## src/rtl/psg_multichannel.sv

```systemverilog
// Multichannel programmable sound generator: square/noise tone channels programmed over a
// nibble bus, a shared prescaler tick, and a registered PCM mix of the active channel volumes.
module psg_multichannel #(
  parameter int unsigned NUM_CH   = 4,
  parameter int unsigned PERIOD_W = 12,
  parameter int unsigned PRESCALE = 16,
  parameter int unsigned MIX_W    = 5
) (
  input  logic              CLK,
  input  logic              RST,
  input  logic [3:0]        D,
  input  logic              A0,
  input  logic              WR,
  output logic [NUM_CH-1:0] CH_OUT,
  output logic [MIX_W-1:0]  MIX,
  output logic              TICK
);

  localparam int unsigned PresW = $clog2(PRESCALE);

  logic [3:0]                       addr_q, addr_d;
  logic [PresW-1:0]                 presc_q, presc_d;
  logic [NUM_CH-1:0][PERIOD_W-1:0]  period_q, period_d;
  logic [NUM_CH-1:0][2:0]           vol_q, vol_d;
  logic [NUM_CH-1:0]                mode_q, mode_d;
  logic [NUM_CH-1:0][PERIOD_W-1:0]  cnt_q, cnt_d;
  logic [NUM_CH-1:0]                phase_q, phase_d;
  logic [NUM_CH-1:0][14:0]          lfsr_q, lfsr_d;
  logic [MIX_W-1:0]                 mix_q, mix_d;
  logic                             tick;
  logic                             wr_data;
  logic [11:0]                      per_full;

  assign tick    = (presc_q == PresW'(PRESCALE - 1));
  assign wr_data = WR & ~A0;

  always_comb begin
    addr_d   = addr_q;
    presc_d  = tick ? '0 : presc_q + PresW'(1);
    period_d = period_q;
    vol_d    = vol_q;
    mode_d   = mode_q;
    cnt_d    = cnt_q;
    phase_d  = phase_q;
    lfsr_d   = lfsr_q;
    mix_d    = '0;
    per_full = '0;

    if (WR) begin
      addr_d = A0 ? D : addr_q + 4'd1;
    end

    for (int unsigned c = 0; c < NUM_CH; c++) begin
      // Register writes land in *_d only; the tick logic below reads the pre-write *_q values.
      if (wr_data && (addr_q[3:2] == 2'(c))) begin
        per_full = 12'(period_q[c]);
        unique case (addr_q[1:0])
          2'd0: per_full[3:0]  = D;
          2'd1: per_full[7:4]  = D;
          2'd2: per_full[11:8] = D;
          2'd3: {mode_d[c], vol_d[c]} = D;
          default: ;
        endcase
        period_d[c] = per_full[PERIOD_W-1:0];
      end

      if (tick) begin
        if (period_q[c] == '0) begin
          cnt_d[c]   = '0;
          phase_d[c] = 1'b0;
        end else if (cnt_q[c] == '0) begin
          cnt_d[c] = period_q[c];
          if (mode_q[c]) begin
            lfsr_d[c]  = {lfsr_q[c][0] ^ lfsr_q[c][1], lfsr_q[c][14:1]};
            phase_d[c] = lfsr_q[c][1];
          end else begin
            phase_d[c] = ~phase_q[c];
          end
        end else begin
          cnt_d[c] = cnt_q[c] - PERIOD_W'(1);
        end
      end

      if (phase_q[c]) begin
        mix_d = mix_d + MIX_W'(vol_q[c]);
      end
    end
  end

  always_ff @(posedge CLK or posedge RST) begin
    if (RST) begin
      addr_q   <= '0;
      presc_q  <= '0;
      period_q <= '0;
      vol_q    <= '0;
      mode_q   <= '0;
      cnt_q    <= '0;
      phase_q  <= '0;
      lfsr_q   <= {NUM_CH{15'h0001}};
      mix_q    <= '0;
    end else begin
      addr_q   <= addr_d;
      presc_q  <= presc_d;
      period_q <= period_d;
      vol_q    <= vol_d;
      mode_q   <= mode_d;
      cnt_q    <= cnt_d;
      phase_q  <= phase_d;
      lfsr_q   <= lfsr_d;
      mix_q    <= mix_d;
    end
  end

  always_comb begin
    for (int unsigned c = 0; c < NUM_CH; c++) begin
      CH_OUT[c] = phase_q[c] & (vol_q[c] != 3'd0);
    end
  end

  assign MIX  = mix_q;
  assign TICK = tick;

endmodule

```

## config.mk

```make
export PLATFORM = sky130hd
export DESIGN_NAME = psg_multichannel
export DESIGN_NICKNAME = d
export VERILOG_FILES = /design/src/rtl/psg_multichannel.sv
export SDC_FILE = /design/constraint.sdc
export NUM_CORES = 1
export LEC_CHECK = 0
export ABC_AREA = 1
export BUFFER_PORTS_ARGS = -buffer_cell sky130_fd_sc_hd__buf_2
export CORE_MARGIN = 10
export CORE_UTILIZATION = 55
export CTS_BUF_LIST = sky130_fd_sc_hd__clkbuf_16
export CTS_CLUSTER_DIAMETER = 50
export DETAILED_ROUTE_END_ITERATION = 10
export PLACE_DENSITY = 0.71
export SLEW_MARGIN = 20
export SYNTH_ARGS = -nofsm -noshare
export SYNTH_HDL_FRONTEND = slang
export SYNTH_SLANG_ARGS = --single-unit
```

## constraint.sdc

```tcl
create_clock -name CLK -period 12.4 [get_ports CLK]
set_clock_uncertainty 0.2 [all_clocks]
set_input_delay 2.48 -clock CLK [delete_from_list [all_inputs] [get_ports CLK]]
set_output_delay 2.48 -clock CLK [all_outputs]
set_load 0.02 [all_outputs]
```

; ---- After elaboration in Yosys (flattened, before gate mapping)
; Index checks and enable logic that the tools add are counted.
; W data, S select, Z words.
[classes]
addsub = 9
eq_ne = 7
n_mux = 26
n_bitwise = 18
reduce_logical = 46
[op_table]
columns = op, n
row1 = $logic_not A12 Y1, 8
row2 = $mux W12, 8
row3 = $sub A12 B1 Y12 const B, 4
row4 = $reduce_and A2 Y1, 20
row5 = $reduce_and A4 Y1, 4
row6 = $add A5 B3 Y5, 3
row7 = $mux W5, 3
row8 = $mux W1, 12
row9 = $reduce_bool A3 Y1, 4
row10 = $not A1 Y1, 9
row11 = $add A4 B1 Y4 const B, 2
row12 = $eq A2 B2 Y1 const B, 4
row13 = $mux W4, 2
row14 = $reduce_bool A2 Y1, 4
row15 = $and A1 B1 Y1, 5
row16 = $eq A2 B1 Y1 const B, 2
row17 = $eq A4 B4 Y1 const B, 1
row18 = $logic_and A1 B1 Y1, 4
row19 = $logic_not A2 Y1, 2
row20 = $xor A1 B1 Y1, 4
row21 = $mux W3, 1
[totals]
register_bits = 189
in_bits = 8
out_inout_bits = 10
elab_cells = 141

; ---- Longest topological paths before layout
[logic_depth]
word_depth = 7
ltp_mapped = 21
ltp_nobuf = 21

; ---- Worst setup path after synthesis
; No wires, ideal clock.
[synth_timing]
path_kind = flip-flop to output port
from = reg presc_q[0]
to = out TICK
arrival_time_ps = 1164
t_required_ps = 9720
path_slack_ps = 8556
stages_incl_launch_ff = 5
n_path_buf = 1
path_cell_list = dfrtp_1 > ha_1 > nand2_1 > nor2_4 > clkbuf_1
[synth_between]
elab_chain_cells = 1
[synth_rtl]
columns = item, line_no
row1 = start: declaration, 22  ; logic [PresW-1:0] presc_q, presc_d;
row2 = start signal: assignment, 103  ; presc_q <= presc_d;
row3 = $eq A4 B4 Y1, 34  ; assign tick = (presc_q == PresW'(PRESCALE - 1));
row4 = end: declaration, 16  ; output logic TICK
; No other way between the ends.

; ---- Worst setup path after layout
; Ends and elaborated chain as after synthesis.

==> summary.txt <==
Clock tree
  • CTS tree: done
  • Hold bufs inserted after CTS: 0
  • Number of gates resized after cts: 0
  • Worst-path clk slew: 0.07 ns
  • H-tree depth reported by CTS: 4
  • Source-to-sink clock delay at the later pin of the worst-skew pair: 0.44 ns
  • Clk buf depth: 2
  • Clock root buffer: sky130_fd_sc_hd__clkbuf_16
  • Total clock sinks: 189
  • Number of setup buffers added after CTS: 0
  • Clock buffer count from CTS: 17

Critical path
  • Crit Path Class: flop to output port
  • Highest-delay cell along the critical path: sky130_fd_sc_hd__dfrtp_1
  • Critical path capture point type: output port
  • Crit path arrival time: 1.77 ns
  • Crit path required time: 9.72 ns
  • Max Fanout on Critical Path: 27
  • Worst Setup Start Kind: flop
  • Ordered cell list for the critical path: ha_1, nand2_1, nor2_4, buf_4, buf_2
  • Maximum single-stage delay on the critical path: 0.37 ns

GRT
  • Number of global-route vias before repair: 7736
  • Met3 demand-to-capacity share in global routing: 3.21%
  • Met1 Resource Use GR: 24.7%
  • Maximum number of pins on one net before global-route repair: 121
  • Total routing resource utilization after global routing: 18.3%
  • Global route hottest layer: met2
  • First-pass GRT wire length: 37100 µm
  • Number of antenna violations at the first check in global routing: 1
  • GR Layer Usage met2: 29.7%
  • Gr ovfl total: 0

Timing
  • Final setup violating endpoints: 0
  • Max-slew headroom: 41.0%
  • Worst Max-Slew Pin Slew: 0.885 ns
  • Unrepaired setup endpoints after global routing: no
  • Fraction of the cycle the final worst path needs: 35.9%
  • Pins over their slew limit: 0
  • Fmax achieved: 225 MHz
  • Minimum clock period: 4.45 ns
  • Final worst hold slack: 0.269 ns
  • Fin. Hold Viols: 0
  • Setup_tns: 0 ns
  • Final worst-path setup slack: 7.95 ns

Power
  • Leakage power: 5.61 nW
  • Power Total: 2.28 mW
  • Worst supply voltage drop on vdd: 118 µV
  • Power density over the cells: 214 nW/µm²

Final layout
  • Layout cells sized above 1: 8.13%
  • Filler cells: 1510
  • Area grow syn2layout: 8.32%
  • Number of nets in the layout: 1301
  • Cell area after layout: 10700 µm²
  • Post-layout util: 61.3%
  • Post-Layout Cell Count: 1506

Placed design
  • Placed cells: 1473
  • Post-place setup slack: 8.00 ns
  • Port Buffers: 17
  • Weighted congestion at the end of routability-driven global placement: 0.936
  • Placed cell area: 10100 µm²
  • Placed wire-length estimate after detailed placement: 14200 µm

Synth
  • Post-synth design cell area: 9850 µm²
  • Top cells by count, synth: 402 x sky130_fd_sc_hd__nand2_1, 185 x sky130_fd_sc_hd__dfrtp_1, 136 x sky130_fd_sc_hd__nand3_1
  • Synthesized instance count: 1256
  • Flip-flop cell with the highest count after synthesis: sky130_fd_sc_hd__dfrtp_1
  • Mean Syn Cell Area: 7.84 µm²
  • Count of yosys warnings during synthesis: 0
  • EDFF count, synth: 0
  • Post-synth cell types: 36
  • Net count of the mapped netlist: 1290
  • Synth top area cells: sky130_fd_sc_hd__dfrtp_1 47%, sky130_fd_sc_hd__nand2_1 15%, sky130_fd_sc_hd__nand3_1 6.9%
  • Count leader, synth: sky130_fd_sc_hd__nand2_1
  • Sequential fraction of the synthesis area: 48.1%
  • Flip-flop and latch count after synthesis: 189
  • Library cell occupying the most area in the post-synthesis netlist: sky130_fd_sc_hd__dfrtp_1
  • Post-synth top area share: 47.0%
  • Share of flip-flops with an asynchronous set or reset: 100%

Floorplanning
  • Starting Density: 56.5%
  • Floorplan die area: 23700 µm²
  • Y dimension of the die: 154 µm
  • Floorplan core area: 17400 µm²
  • Die Width: 154 µm
  • Std cell rows: 48
  • Number of top-level pins: 18

Routing
  • Via density: 5.35
  • Total iterations of the first detailed-routing run: 5
  • Antenna Violating Nets Remaining: 0
  • DRC violations left: 0
  • Via total after detailed routing: 8056
  • Number of DRC markers after the initial detailed-route iteration: 591
  • Routed WL: 21400 µm
  • Average detailed-routed wire length per instance: 14.2 µm

Flow run
  • Max-capacitance violation count: 0

Run status
  • Result of the run: complete, no violations

Min path
  • Hold/Removal Path Class: flop to flop
-- placed cells by master, fill, tap and decap left out, types with 3 or more instances in the layout --
cell                        instances
sky130_fd_sc_hd__nor3_2             5
sky130_fd_sc_hd__bufinv_16          3
sky130_fd_sc_hd__a31oi_1            4
sky130_fd_sc_hd__o211ai_1          14
sky130_fd_sc_hd__dfstp_2            4
sky130_fd_sc_hd__o22ai_1            8
sky130_fd_sc_hd__nand2_4            3
sky130_fd_sc_hd__o21ai_1            7
sky130_fd_sc_hd__nor3_1             5
sky130_fd_sc_hd__inv_1            116
sky130_fd_sc_hd__nor2_1            98
sky130_fd_sc_hd__nand3_2            3
sky130_fd_sc_hd__nand3_1          136
sky130_fd_sc_hd__inv_2             13
sky130_fd_sc_hd__nand4_1           13
sky130_fd_sc_hd__nor2_4             7
sky130_fd_sc_hd__nor2_2            11
sky130_fd_sc_hd__clkbuf_16         17
sky130_fd_sc_hd__xor2_1             7
sky130_fd_sc_hd__buf_2             17
sky130_fd_sc_hd__xnor2_1           10
sky130_fd_sc_hd__clkinv_4           5
sky130_fd_sc_hd__o21ai_0          134
sky130_fd_sc_hd__ha_1              24
sky130_fd_sc_hd__nand2_1          402
sky130_fd_sc_hd__buf_4              3
sky130_fd_sc_hd__a21oi_1            7
sky130_fd_sc_hd__dfrtp_1          185
-- flip-flops by register name (all words and copies together), names as in the netlist --
register,cells
phase_q,4
lfsr_q,60
mode_q,4
presc_q,4
MIX,5
cnt_q,48
addr_q,4
period_q,48
vol_q,12
-- final cells by class --
class / count / area, µm² / area share, %
multi-input cells: 910 / 4450 / 41.7
well taps: 225 / 282 / 2.64
repair buffers: 20 / 108 / 1.01
clock buffers: 17 / 425 / 3.99
clock inverters: 15 / 174 / 1.63
inverters: 129 / 492 / 4.61
diodes: 1 / 2.50 / 0.0235
flip-flops and latches: 189 / 4730 / 44.4
-- power by group --
part,total [mW],leakage [nW],internal (mW),switching (mW)
registers,0.977,2.46,0.795,0.183
logic,0.743,2.86,0.276,0.467
clock network,0.557,0.290,0.317,0.241
-- per-layer routing --
layer	up-vias	share of wire, %
met5	-	0
met4	0	1.6
met3	29	3.8
met2	135	47
met1	3813	47
li1	4079	-
-- final timing paths --
check | cells after the start | end | slack [ns] | from
min | 2 | lfsr_q[30] | 0.27 | lfsr_q[30]
max | 5 | TICK | 7.95 | presc_q[0]
min in group asynchronous | 2 | presc_q[0] | 2.00 | RST
min reg2reg | 2 | lfsr_q[30] | 0.27 | lfsr_q[30]
max reg2reg | 14 | MIX[4] | 8.85 | phase_q[0]
max in group asynchronous | 3 | period_q[21] | 8.57 | RST
-- worst max-delay path: cells and delay by family (launching register included) --
| kind | cells | cell delay (ns) |
|---|---|---|
| adders and majority gates | 1 | 0.19 |
| buffers and inverters | 2 | 0.57 |
| and+or+nand+nor | 2 | 0.20 |
| DFF | 1 | 0.37 |
-- kinds of logic after synthesis --
kind of cell             count (synthesis)  share of synthesized area, %
flip-flops                             189                          48.1
AND/OR/NAND/NOR                        692                          30.8
AO/OA/AOI/OAI                          175                          9.43
adder cells (fa/ha/maj)                 26                          3.46
XOR/XNOR                                17                          1.51
buffers and inverters                  157                          6.73
No activity file was read; power rests on OpenSTA's default activity.
